## src/rtl/lib_voq_output_arbiter_pkg.sv

```systemverilog
// rtl/lib_voq_output_arbiter_pkg.sv - shared network config: VOQ sizing and packet type
package lib_voq_output_arbiter_pkg;

    localparam int VOQ_NUM_INPUTS = 4;

    typedef struct packed {
        logic [3:0]  src;
        logic [27:0] payload;
    } packet_t;

endpackage

```

## src/rtl/lib_rr_arbiter.sv

```systemverilog
// rtl/lib_rr_arbiter.sv - N-way round-robin arbiter; pointer moves past the winner on advance
module lib_rr_arbiter
    import lib_voq_output_arbiter_pkg::*;
#(
    parameter int N = VOQ_NUM_INPUTS
) (
    input  logic                   clk,
    input  logic                   reset,
    input  logic [0:N-1]           req,
    input  logic                   advance,
    output logic [0:N-1]           grant,
    output logic [$clog2(N)-1:0]   ptr
);

    localparam int PTR_W = $clog2(N);

    logic [PTR_W-1:0] ptr_q;
    logic [PTR_W-1:0] ptr_d;
    logic [PTR_W-1:0] win;
    logic [PTR_W-1:0] idx;
    logic             found;

    // Search starts at the pointer and wraps, so the last winner is checked last.
    always_comb begin
        grant = '0;
        win   = '0;
        idx   = '0;
        found = 1'b0;
        for (int i = 0; i < N; i++) begin
            idx = PTR_W'((int'(ptr_q) + i) % N);
            if (!found && req[idx]) begin
                found      = 1'b1;
                win        = idx;
                grant[idx] = 1'b1;
            end
        end
    end

    always_comb begin
        ptr_d = ptr_q;
        if (advance && found) begin
            ptr_d = (win == PTR_W'(N - 1)) ? '0 : win + PTR_W'(1);
        end
    end

    always_ff @(posedge clk or posedge reset) begin
        if (reset) begin
            ptr_q <= '0;
        end else begin
            ptr_q <= ptr_d;
        end
    end

    assign ptr = ptr_q;

endmodule

```

## src/rtl/lib_voq_output_arbiter.sv

```systemverilog
// rtl/lib_voq_output_arbiter.sv - per-output VOQ read arbiter with output register; LIB_VOQ_ARB_STATS_EN adds grant counters
module lib_voq_output_arbiter
    import lib_voq_output_arbiter_pkg::*;
#(
    parameter int N = VOQ_NUM_INPUTS
) (
    input  logic                 clk,
    input  logic                 reset,
    input  logic                 ce,
    input  packet_t [0:N-1]      i_data,
    input  logic    [0:N-1]      i_data_val,
    output logic    [0:N-1]      o_en,
    output packet_t              o_data,
    output logic                 o_data_val,
    input  logic                 i_en
`ifdef LIB_VOQ_ARB_STATS_EN
    ,
    output logic [0:N-1][15:0]   o_grant_count
`endif
);

    localparam int PTR_W = $clog2(N);

    packet_t          data_q;
    packet_t          data_d;
    logic             val_q;
    logic             val_d;
    packet_t          sel_pkt;
    logic [0:N-1]     grant;
    logic [PTR_W-1:0] unused_ptr;
    logic             space;
    logic             any_req;
    logic             do_grant;

    // The register can take a new packet when empty or when it drains this same cycle.
    assign space    = !val_q || i_en;
    assign any_req  = |i_data_val;
    assign do_grant = ce && space && any_req;

    lib_rr_arbiter #(.N(N)) u_rr (
        .clk     (clk),
        .reset   (reset),
        .req     (i_data_val),
        .advance (do_grant),
        .grant   (grant),
        .ptr     (unused_ptr)
    );

    assign o_en = (do_grant && !reset) ? grant : '0;

    always_comb begin
        sel_pkt = '0;
        for (int k = 0; k < N; k++) begin
            if (grant[k]) begin
                sel_pkt = i_data[k];
            end
        end
    end

    always_comb begin
        data_d = data_q;
        val_d  = val_q;
        if (ce && space) begin
            val_d = any_req;
            if (any_req) begin
                data_d = sel_pkt;
            end
        end
    end

    always_ff @(posedge clk or posedge reset) begin
        if (reset) begin
            data_q <= '0;
            val_q  <= 1'b0;
        end else begin
            data_q <= data_d;
            val_q  <= val_d;
        end
    end

    assign o_data     = data_q;
    assign o_data_val = val_q;

`ifdef LIB_VOQ_ARB_STATS_EN
    logic [0:N-1][15:0] cnt_q;

    always_ff @(posedge clk or posedge reset) begin
        if (reset) begin
            cnt_q <= '0;
        end else begin
            for (int k = 0; k < N; k++) begin
                if (o_en[k] && cnt_q[k] != 16'hFFFF) begin
                    cnt_q[k] <= cnt_q[k] + 16'd1;
                end
            end
        end
    end

    assign o_grant_count = cnt_q;
`endif

endmodule

```

## config.mk

```make
export PLATFORM = sky130hd
export DESIGN_NAME = lib_voq_output_arbiter
export DESIGN_NICKNAME = d
export VERILOG_FILES = /design/src/rtl/lib_voq_output_arbiter_pkg.sv /design/src/rtl/lib_rr_arbiter.sv /design/src/rtl/lib_voq_output_arbiter.sv
export SDC_FILE = /design/constraint.sdc
export NUM_CORES = 1
export LEC_CHECK = 0
export ABC_AREA = 1
export ABC_CLOCK_PERIOD_IN_PS = 3370
export BUFFER_PORTS_ARGS = -buffer_cell sky130_fd_sc_hd__buf_2
export CAP_MARGIN = 20
export CORE_MARGIN = 2
export CORE_UTILIZATION = 51
export CTS_BUF_LIST = sky130_fd_sc_hd__clkbuf_4
export DETAILED_ROUTE_END_ITERATION = 12
export GPL_TIMING_DRIVEN = 0
export HOLD_SLACK_MARGIN = 0.15
export MAX_ROUTING_LAYER = met4
export PLACE_DENSITY = 0.89
export SLEW_MARGIN = 40
export SYNTH_ARGS = -nofsm -noshare
export SYNTH_HDL_FRONTEND = slang
export SYNTH_SLANG_ARGS = --single-unit
```

## constraint.sdc

```tcl
create_clock -name clk -period 3.37 [get_ports clk]
set_input_delay 0.337 -clock clk [delete_from_list [all_inputs] [get_ports clk]]
set_output_delay 0.337 -clock clk [all_outputs]
set_load 0.005 [all_outputs]
```

==> flow_metrics.tcl <==
set metrics [dict create \
    status "complete, no violations" \
    p_seq_frac 0.148 \
    slew_violations 0 \
    netlist-cell-type-count 27 \
    drt_first_pass_iters 5 \
    synthesis.instances 559 \
    required_ns 3.03 \
    relSlewSlack 0.575 \
    drc 0 \
    switchingPower_mw 2.83 \
    antenna_found_initial 0 \
    dieArea_um2 7150 \
    end_kind "primary output" \
    synth_nets 702 \
    ys_ff_latch 35 \
    row_count 29 \
    max_freq_mhz 320 \
    p_clk_frac 0.043 \
    grtUsageMet2 0.530 \
    dp_hpwl_mm 8.20 \
    grt_pass1_wl_mm 17.2 \
    top_usage_layer "met2" \
    syn-mean-instance-area_um2 5.92 \
    holdCritPathClass "in -> reg" \
    wirelength_mm 10.5 \
    finalCritPeriodShare 0.927 \
    use_met3 0.0472 \
    areaGrowthSynthToFinish_pct 30.9 \
    numPortBuffers 172 \
    p_sw_frac 0.551 \
    cp_data_arrival_time_ns 2.79 \
    skew_ns 0.0104 \
    worstSetupStartpointType "flop" \
    insertion_delay_ns 0.33 \
    syn_area_um2 3310 \
    cap_violations 0 \
    cts_inserted_buffers 5 \
    cts_setup_buffers 0 \
    hold_slack_ns 0.298 \
    ioPinCount 173 \
    final_core_util 0.686 \
    critPathMaxFanout 10 \
    avgViaCountPerCell 5.10 \
    grt_max_degree 36 \
    die_w_um 84.5 \
    fin_nets 882 \
    clockBufferDepth 2 \
    tns_ns 0 \
    fin_cells 817 \
    core_um2 6310 \
    grt_pass1_vias 3940 \
    cts_max_level 2 \
    tightestPinTransition_ns 0.636 \
    rsz0062_at_grt "false" \
    tritoncts "built" \
    cts-root-buf "clkbuf_4" \
    wire_per_inst_um 12.9 \
    grt_usage 0.299 \
    period_minus_slack_ns 3.12 \
    internal_power_mw 2.31 \
    total_power_mw 5.13 \
    power_density_nw_per_um2 1190 \
    die-height_um 84.5 \
    drt_iter0_drc 230 \
    yosysSeqAreaShare 0.265 \
    clock-sinks 35 \
    diodes 0 \
    hold_viol_final 0 \
    grt.overflow.total 0 \
    p_leak_nw 2.87 \
    crit_type "reg -> out" \
    drive_gt1_frac 0.324 \
    gp_congestion 0.910 \
    ir_worst_vdd_mv 0.754 \
    combPwrFrac 0.809 \
    ant_nets 0 \
    dpl.cell_count 808 \
    num-fill-cells 593 \
    use_met1 0.349 \
    dr_total_vias 4165 \
    yosysWarnings 0 \
    cts.clk_slew.worst_paths_ns 0.11 \
    initial_core_util 0.524 \
    setup_viol 0 \
]
-- power by group through the flow --
stage | Combinational (mW) | Clock, mW | Sequential [mW]
after floorplan | 3.08 | 0 | 0.760
after global placement | 3.99 | 0 | 0.751
after detailed placement | 4.11 | 0 | 0.757
after CTS | 4.12 | 0.229 | 0.749
after global routing | 4.70 | 0.246 | 0.774
final | 4.15 | 0.222 | 0.758
-- routing by layer --
metal / up-vias / part of all wire / routed length [um]
met2: 227 / 0.50 / 5250
met1: 1856 / 0.40 / 4190
met4: 0 / 0.021 / 221
li1: 2053 / - / -
met5: - / 0 / 0
met3: 29 / 0.083 / 877
-- kinds of logic (layout without fill, tap and decap cells) --
family | count (synthesis) | count (layout) | share of synthesized area
DFF | 35 | 35 | 0.265
AOI/OAI and AO/OA | 108 | 108 | 0.180
buffers and inverters | 117 | 298 | 0.170
and+or+nand+nor | 291 | 291 | 0.356
adders and majority gates | 7 | 7 | 0.0265
xor gates and xnor gates | 1 | 1 | 0.00265
-- critical path: stages, from the launching register on --
cell and delay (ns):
dfrtp_1 0.48, buf_6 0.18, inv_6 0.05, ha_1 0.37
inv_1 0.12, nand2_1 0.07, nand2_2 0.11, nor2_8 0.06
nand2_4 0.08, inv_2 0.05, a21oi_2 0.22, inv_2 0.08
buf_2 0.20, nor2_2 0.16, nand2_1 0.08, inv_2 0.04
buf_2 0.10
-- stage by stage --
step / setup slack, ns / cell area (um^2)
floorplan: 1.06 / 3310
finish: 0.246 / 4330
CTS: 0.250 / 4320
detailed placement: 0.632 / 4270
global route: 0.0168 / 4330
global placement: 0.674 / 4270
-- area by class of cell --
class                   count  area [um^2]  share of cell area
well taps                  77         96.3              0.0222
plain buffers              31          235              0.0543
flip-flops and latches     35          877               0.203
inverters                  86          329              0.0760
repair buffers            173          871               0.201
clock buffers               6         45.0              0.0104
clock inverters             2         7.51             0.00173
multi-input cells         407         1870               0.432
-- path summary, 6_finish.rpt --
check | start | end | slack (ns) | cells past startpoint
setup / recovery | flop | o_en[3] | 0.25 | 16
hold / removal | i_data[52] | o_data[20] | 0.30 | 5
setup reg to reg | flop | o_data[19] | 0.71 | 15
hold reg to reg | o_data[1] | o_data[1] | 0.48 | 2
max in group asynchronous | reset | u_rr.ptr[1] | 2.31 | 3
min in group asynchronous | reset | o_data[22] | 0.64 | 3
-- state kept, by name, indices dropped and copies added, names as in the netlist, named ones only --
signal      flops
o_data         32
o_data_val      1
u_rr.ptr        1
-- layout by cell type, fill, tap and decap left out, drive strengths merged, types with 4 or more instances in the layout --
master | Yosys | routed
a21oi | 101 | 101
buf | 27 | 199
clkbuf | 4 | 10
dfrtp | 35 | 35
ha | 7 | 7
inv | 86 | 85
nand2 | 271 | 271
nand3 | 8 | 8
nand4 | 4 | 4
nor2 | 8 | 8
-- synth_stat cells --
cell type	n	area (um^2)
nand3_1	4	20.0
nand4_1	4	25.0
a21oi_2	11	96.3
o21ai_2	1	8.76
xor2_1	1	8.76
nor2_8	1	20.0
nand3_2	4	40.0
inv_1	78	293
nor2_2	2	12.5
nand2_4	2	22.5
nor2_1	5	18.8
a21oi_1	90	450
a21boi_1	1	7.51
a21boi_0	1	7.51
ha_1	7	87.6
buf_2	11	55.1
buf_6	12	135
nand2_1	265	995
a31oi_1	1	6.26
nand2_2	4	25.0
o21ai_0	2	10.0
buf_4	4	30.0
inv_6	1	8.76
clkbuf_1	4	15.0
inv_2	7	26.3
o211ai_1	1	7.51
dfrtp_1	35	876
-- what timing repair did --
action	CTS	global route
hold buffers	0	1
endpoints found under the hold margin	0	35
endpoints found under the setup margin	0	1
resized for setup	0	1
Power figures use the tool's default switching activity.
